File: config.mk
export PLATFORM = sky130hd
export DESIGN_NAME = seq_normalize
export DESIGN_NICKNAME = d
export VERILOG_FILES = /design/src/rtl/seq_normalize.sv
export SDC_FILE = /design/constraint.sdc
export NUM_CORES = 1
export LEC_CHECK = 0
export ABC_CLOCK_PERIOD_IN_PS = 2100
export CAP_MARGIN = 30
export CORE_AREA = 2 2 80 102
export DETAILED_ROUTE_END_ITERATION = 10
export DIE_AREA = 0 0 82 104
export PLACE_DENSITY = 0.74
export SLEW_MARGIN = 20
export SYNTH_ARGS = -nofsm -noshare
export SYNTH_HDL_FRONTEND = slang
export SYNTH_SLANG_ARGS = --single-unit
File: constraint.sdc
create_clock -name clk -period 2.1 [get_ports clk]
set_input_delay 0.315 -clock clk [delete_from_list [all_inputs] [get_ports clk]]
set_output_delay 0.315 -clock clk [all_outputs]
set_load 0.02 [all_outputs]
File: src/rtl/seq_normalize.sv
// Iterative left-shift normalizer: one bit of shift per clock until the operand's
// leading bit (unsigned) or sign/next-bit boundary (signed) reaches the MSB.
module seq_normalize #(
  parameter int N_bits = 32
) (
  input  logic                      clk,
  input  logic                      rst,
  input  logic                      start,
  input  logic [N_bits-1:0]         d,
  input  logic                      arith,
  output logic                      busy,
  output logic                      done,
  output logic [N_bits-1:0]         d_norm,
  output logic [$clog2(N_bits)-1:0] shift_amount,
  output logic                      zero
);

  localparam int SW = $clog2(N_bits);

  typedef enum logic [1:0] {
    IDLE,
    SHIFT,
    DONE
  } state_e;

  state_e            state_q, state_d;
  logic [N_bits-1:0] work_q, work_d;
  logic [SW-1:0]     count_q, count_d;
  logic              arith_q, arith_d;
  logic [N_bits-1:0] d_norm_q, d_norm_d;
  logic [SW-1:0]     shift_q, shift_d;
  logic              zero_q, zero_d;

  logic accept;
  logic is_zero;
  logic is_norm;
  logic at_limit;

  // A signed -1 is not a zero case: it shifts down to 100..0, so only 0 is.
  assign accept   = start && (state_q != SHIFT);
  assign is_zero  = (work_q == '0);
  assign is_norm  = arith_q ? (work_q[N_bits-1] ^ work_q[N_bits-2]) : work_q[N_bits-1];
  assign at_limit = (count_q == SW'(N_bits - 1));

  // State register
  always_ff @(posedge clk or posedge rst) begin
    if (rst) begin
      state_q <= IDLE;
    end else begin
      state_q <= state_d;
    end
  end

  // Next-state logic
  always_comb begin
    // NOTE: every comb output gets a default first so no path can infer a latch.
    state_d = state_q;
    unique case (state_q)
      IDLE:    if (accept) state_d = SHIFT;
      SHIFT:   if (is_zero || is_norm || at_limit) state_d = DONE;
      DONE:    state_d = accept ? SHIFT : IDLE;
      default: state_d = IDLE;
    endcase
  end

  // Output logic
  always_comb begin
    busy = (state_q == SHIFT);
    done = (state_q == DONE);
  end

  assign d_norm       = d_norm_q;
  assign shift_amount = shift_q;
  assign zero         = zero_q;

  // Datapath next-state: load on accept, one shift per SHIFT cycle, publish on exit.
  always_comb begin
    work_d   = work_q;
    count_d  = count_q;
    arith_d  = arith_q;
    d_norm_d = d_norm_q;
    shift_d  = shift_q;
    zero_d   = zero_q;
    if (accept) begin
      work_d  = d;
      count_d = '0;
      arith_d = arith;
    end else if (state_q == SHIFT) begin
      if (is_zero) begin
        d_norm_d = '0;
        shift_d  = '0;
        zero_d   = 1'b1;
      end else if (is_norm || at_limit) begin
        d_norm_d = work_q;
        shift_d  = count_q;
        zero_d   = 1'b0;
      end else begin
        work_d  = {work_q[N_bits-2:0], 1'b0};
        count_d = count_q + SW'(1);
      end
    end
  end

  // NOTE: sequential state uses non-blocking assignments so all registers update together.
  always_ff @(posedge clk or posedge rst) begin
    if (rst) begin
      work_q   <= '0;
      count_q  <= '0;
      arith_q  <= 1'b0;
      d_norm_q <= '0;
      shift_q  <= '0;
      zero_q   <= 1'b0;
    end else begin
      work_q   <= work_d;
      count_q  <= count_d;
      arith_q  <= arith_d;
      d_norm_q <= d_norm_d;
      shift_q  <= shift_d;
      zero_q   <= zero_d;
    end
  end

endmodule

== Word level (Yosys, flattened, before mapping) ==
Index checks and enable logic that the tools add are counted.
Word-level totals
  word-level logic and storage cells: 48
  latch bits: 0
  memories: 0
  bits of input ports: 36
  bits in registers: 78
  RAM bits: 0
  ROM bits: 0
Cells by class
  multiplexer cells: 19
  add/subtract/negate cells: 1
  eq/ne operators: 8
  shift-type cells: 0
  bitwise gates (word level): 2
  multipliers: 0
  divide/modulo/power cells: 0
  reductions and logical operators: 11
  $lt $le $gt $ge: 0
Operator list (count)
  $mux W32: 6
  $logic_not A32 Y1: 1
  $mux W5: 6
  $ne A2 B2 Y1 const B: 3
  $pmux W2 S3: 1
  $reduce_and A3 Y1: 2
  $add A5 B1 Y5 const B: 1
  $eq A5 B5 Y1 const B: 1
  $mux W1: 4
  $mux W2: 2
  $ne A2 B1 Y1 const B: 2
  $reduce_bool A2 Y1: 2
  $logic_or A1 B1 Y1: 3
  $eq A2 B1 Y1 const B: 1
  $eq A2 B2 Y1 const B: 1
  $logic_not A2 Y1: 1
  $reduce_and A2 Y1: 1
  $logic_and A1 B1 Y1: 1
  $not A1 Y1: 1
  $xor A1 B1 Y1: 1

== Logic depth before layout (Yosys ltp) ==
  depth after elaboration: 7
  depth in mapped cells: 9

== Worst setup path before layout ==
Ideal clock, no wire load.
  path type: reg2reg
  start: register count_q[0]
  end: register d_norm_q[10], in the netlist d_norm[10]
  stages on the path, launching flop included: 9
  library setup time: 0.125 ns
  slack: -0.093 ns
  data required time: 1.975 ns
  arrival time: 2.068 ns
  path buffers: 2
  clock period less this slack: 2.193 ns
  cells stage by stage: dfrtp_1 ha_1 and3_1 ha_1 a211oi_1 a21o_1 buf_6 buf_6 mux2_4
Between the ends
  cells in the longest elaborated chain, start to end: 4
Ends and longest elaborated chain
  from (decl): line 28  | logic [SW-1:0] count_q, count_d;
  from (signal assigned): line 115  | count_q <= count_d;
  $eq A5 B5 Y1: line 43  | assign at_limit = (count_q == SW'(N_bits - 1));
  $logic_or A1 B1 Y1: line 93  | end else if (is_norm || at_limit) begin
  $reduce_bool A2 Y1 (no source line)
  $reduce_and A3 Y1 (no source line)
  to (signal assigned): line 117  | d_norm_q <= d_norm_d;
  to (decl): line 30  | logic [N_bits-1:0] d_norm_q, d_norm_d;
No other way between the ends.
A chain may end at the register's enable or synchronous reset.

== Final worst setup path ==
  start: register work_q[26]
  end: register d_norm_q[12], in the netlist d_norm[12]
Between the ends
  cells in the longest elaborated chain, start to end: 3
  elaborated cells on any way between the ends: 4
  those cells by class: mux: 1; reduce/logical: 3
Ends and longest elaborated chain
  from (decl): line 27  | logic [N_bits-1:0] work_q, work_d;
  from (signal assigned): line 114  | work_q <= work_d;
  $logic_not A32 Y1 (*): line 41  | assign is_zero = (work_q == '0);
  $reduce_bool A2 Y1 (no source line)
  $reduce_and A3 Y1 (no source line)
Mark *: on every way between the ends. The rest lies on a longest branch, timed or not.

==> run_results.csv <==
group,metric,value,unit
outcome,status,"finished, violations left",
outcome,failed_checks,"negative setup slack",
cts,h-tree-depth,3,
yosys,synth_nets,318,
route,dr.pass1.iters,4,
timing,finalSetupViolCount,41,
timing,tightestPinTransition,525.7,ps
yosys,synth_cell_types,29,
timing,hold_violations,0,
timing,slew_headroom,0.6480,
placed_design,place_ws,-121.7,ps
setup_path,cpLargestDelayFamily,"simple AND/OR/NAND/NOR gates",
setup_path,worstSetupPathType,"register to register",
setup_path,start_kind,"register",
global_routing,grt_usage,0.2034,
yosys,ys_warn_count,0,
die,core-area,7567,µm²
power,leakage,2.166,nW
route,wl_per_cell,19.53,µm
global_routing,grt_max_degree,79,
setup_path,slowest_delay,410,ps
setup_path,cp-end-kind,"register",
cts,cts_tree,"yes",
die,start_util,0.4385,
route,detail-route-antenna-nets,0,
cts,cts_sinks,78,
setup_path,critPathLaunch,"work_q[26]$_DFFE_PP0P_",
yosys,synthCells,279,
timing,fin_ws,-120.6,ps
power,power_density,1802,nW/µm²
setup_path,path_max_fanout,12,
cells_and_area,final_cell_count_no_fill,492,
timing,fin_worst_skew,9.411,ps
setup_path,r2r_slack,-120,ps
setup_path,crit_chain,"nor4_2 > buf_4 > nand4_1 > or2_4 > a21o_4 > buf_12 > mux2_2",
placed_design,hpwl,5.413,mm
setup_path,required,2330,ps
cells_and_area,areaGrowthSynthToFinish,56.45,%
yosys,yosysSeqAreaShare,0.5882,
cts,cts_buffers,9,
timing,grt_setup_unrepaired,"true",
worst_hold_path,holdCritPathClass,"input pin to asynchronous set/reset pin",
timing,slew_viol_final,0,
placed_design,numPortBuffers,75,
cts,ctsRootBufferMaster,"clkbuf_8",
setup_path,r2r-start,"work_q[26]$_DFFE_PP0P_",
die,boundaryPins,76,
power,irDropWorstVdd,909.6,µV
route,drt-initial-drc-count,146,
global_routing,grt_first_pass_wirelength,13.39,mm
setup_path,slowest_stage,"dfrtp_1",
global_routing,grt_pass1_vias,2739,
cts,hold_buffers,0,
die,dieHeight,104,µm
global_routing,antenna_found_initial,0,
route,viasPerCell,5.679,
yosys,avgSynthCellArea,11.89,µm²
global_routing,overflow,0,
route,drc,0,
setup_path,path_buf_inv,2,
cells_and_area,nets,432,
route,vias,2794,
run,drv_cap,0,
cts,clk_pin_slew,80,ps
timing,tns,-3234,ps
setup_path,cp.arrival,2450,ps
yosys,syn-cell-area,3318,µm²
placed_design,placed_cells,461,
route,drt-total-wl,9.607,mm
die,fp.dieW,82,µm
cells_and_area,antenna_cells,0,
yosys,synth-seq-cells,78,
timing,max_freq,450.3,MHz
die,dieArea,8528,µm²
timing,fin_crit_sh,1.057,
cells_and_area,drive_gt1_frac,0.3501,
setup_path,worstReg2RegEnd,"d_norm[12]$_DFFE_PP0P_",
placed_design,globalplace.congestion,0.7646,
setup_path,r2r_cells,7,
die,rows,36,
timing,period_minus_slack,2221,ps
cts,clk_latency,360,ps
cts,clockBufferDepth,2,
worst register-to-register path: cells and delay by family (launching register included):
kind                   cells  cell delay, ps
AO/OA/AOI/OAI              1             260
buffers and inverters      2             330
flip-flops                 1             410
multiplexers               1             290
AND/OR/NAND/NOR            3             800
layer usage:
metal | vias to the layer above | global-route usage | wire (µm)
met5 | - | 0 | 0
met4 | 0 | 0.07024 | 164
met3 | 16 | 0.04340 | 384
met2 | 85 | 0.3194 | 5138
met1 | 1431 | 0.2764 | 3920
li1 | 1262 | - | -
per-stage QoR:
step                      power, W  hold WS, ps    util  area [µm²]
after global routing      0.009834        465.4  0.6860        5191
after global placement    0.006641        465.7  0.5827        4409
after CTS                 0.008350        442.1  0.6258        4736
after detailed placement  0.006755        485.5  0.5827        4409
final                     0.009352        413.0  0.6860        5191
after floorplan           0.005032        448.0       -        3327
cell usage in the layout (no fill, tap or decap), drive strengths merged, types with 3 or more instances in the layout:
cell,instances
nor4,6
buf,46
nand3,6
o211ai,3
clkbuf,16
ha,3
o22ai,31
a21oi,58
mux2,31
o21ai,6
dfrtp,78
a22o,7
clkdlybuf4s50,74
inv,8
bufinv,4
synth_stat cells:
cell       n  share of area
ha_1       3          0.011
and3_1     1         0.0019
inv_1      9          0.010
a21o_1     1         0.0023
mux2_4    12          0.054
nor2b_1    2         0.0038
a31oi_1    2         0.0038
a21oi_1   58          0.087
nand4_1    2         0.0038
a211oi_1   1         0.0023
nor4b_2    1         0.0045
nand3_1    6         0.0091
nand2b_1   1         0.0019
mux2_2    19          0.064
nor3b_1    1         0.0023
buf_2      4         0.0060
nor4_1     6          0.011
dfrtp_1   78           0.59
a22o_1     7          0.018
o22ai_1   31          0.058
nor3_1     1         0.0015
o21ai_0    6         0.0091
or2_1      1         0.0019
buf_6      3          0.010
buf_1      4         0.0045
o211ai_1   3         0.0068
clkbuf_1  12          0.014
o31ai_1    2         0.0045
nand2_1    2         0.0023
cells by family (layout without fill, tap and decap cells):
family	Yosys count	count (layout)	synth area share
muxes	31	31	0.1188
adders and majority gates	3	3	0.01131
AOI/OAI and AO/OA	111	111	0.1931
and+or+nand+nor	24	24	0.04412
buffers and inverters	32	150	0.04449
DFF	78	78	0.5882
where the power goes:
| group | leakage, nW | internal [W] | switching (W) |
|---|---|---|---|
| logic | 1.13 | 0.00276 | 0.00238 |
| clock network | 0.124 | 0.000905 | 0.000546 |
| registers | 0.910 | 0.00222 | 0.000548 |
timing repair:
action / CTS / global route
gates resized for setup: 5 / 55
setup endpoints to repair: 42 / 74
buffers inserted: 4 / 6
pin swaps: 2 / 12
gates cloned: 0 / 6
final cells by class:
class	count	area (µm²)
inverter	9	37.54
sequential	78	1952
clock inverter	4	120.1
timing repair buffer	126	1314
multi-input combinational	169	1518
clock buffer	11	131.4
tap	95	118.9
fill	539	2376
worst max path at each step:
stage	end	cells past startpoint
CTS	d_norm[17]$_DFFE_PP0P_	7
finish	d_norm[12]$_DFFE_PP0P_	7
global placement	d_norm[3]$_DFFE_PP0P_	8
detailed placement	d_norm[2]$_DFFE_PP0P_	8
global route	d_norm[8]$_DFFE_PP0P_	7
floorplan	d_norm[10]$_DFFE_PP0P_	8
sequential cells by signal, summed over array words and instances (netlist names):
name / count
shift_amount: 5
arith_q: 1
state_q: 2
zero: 1
work_q: 32
count_q: 5
d_norm: 32
(Power assumes the default switching activity.)
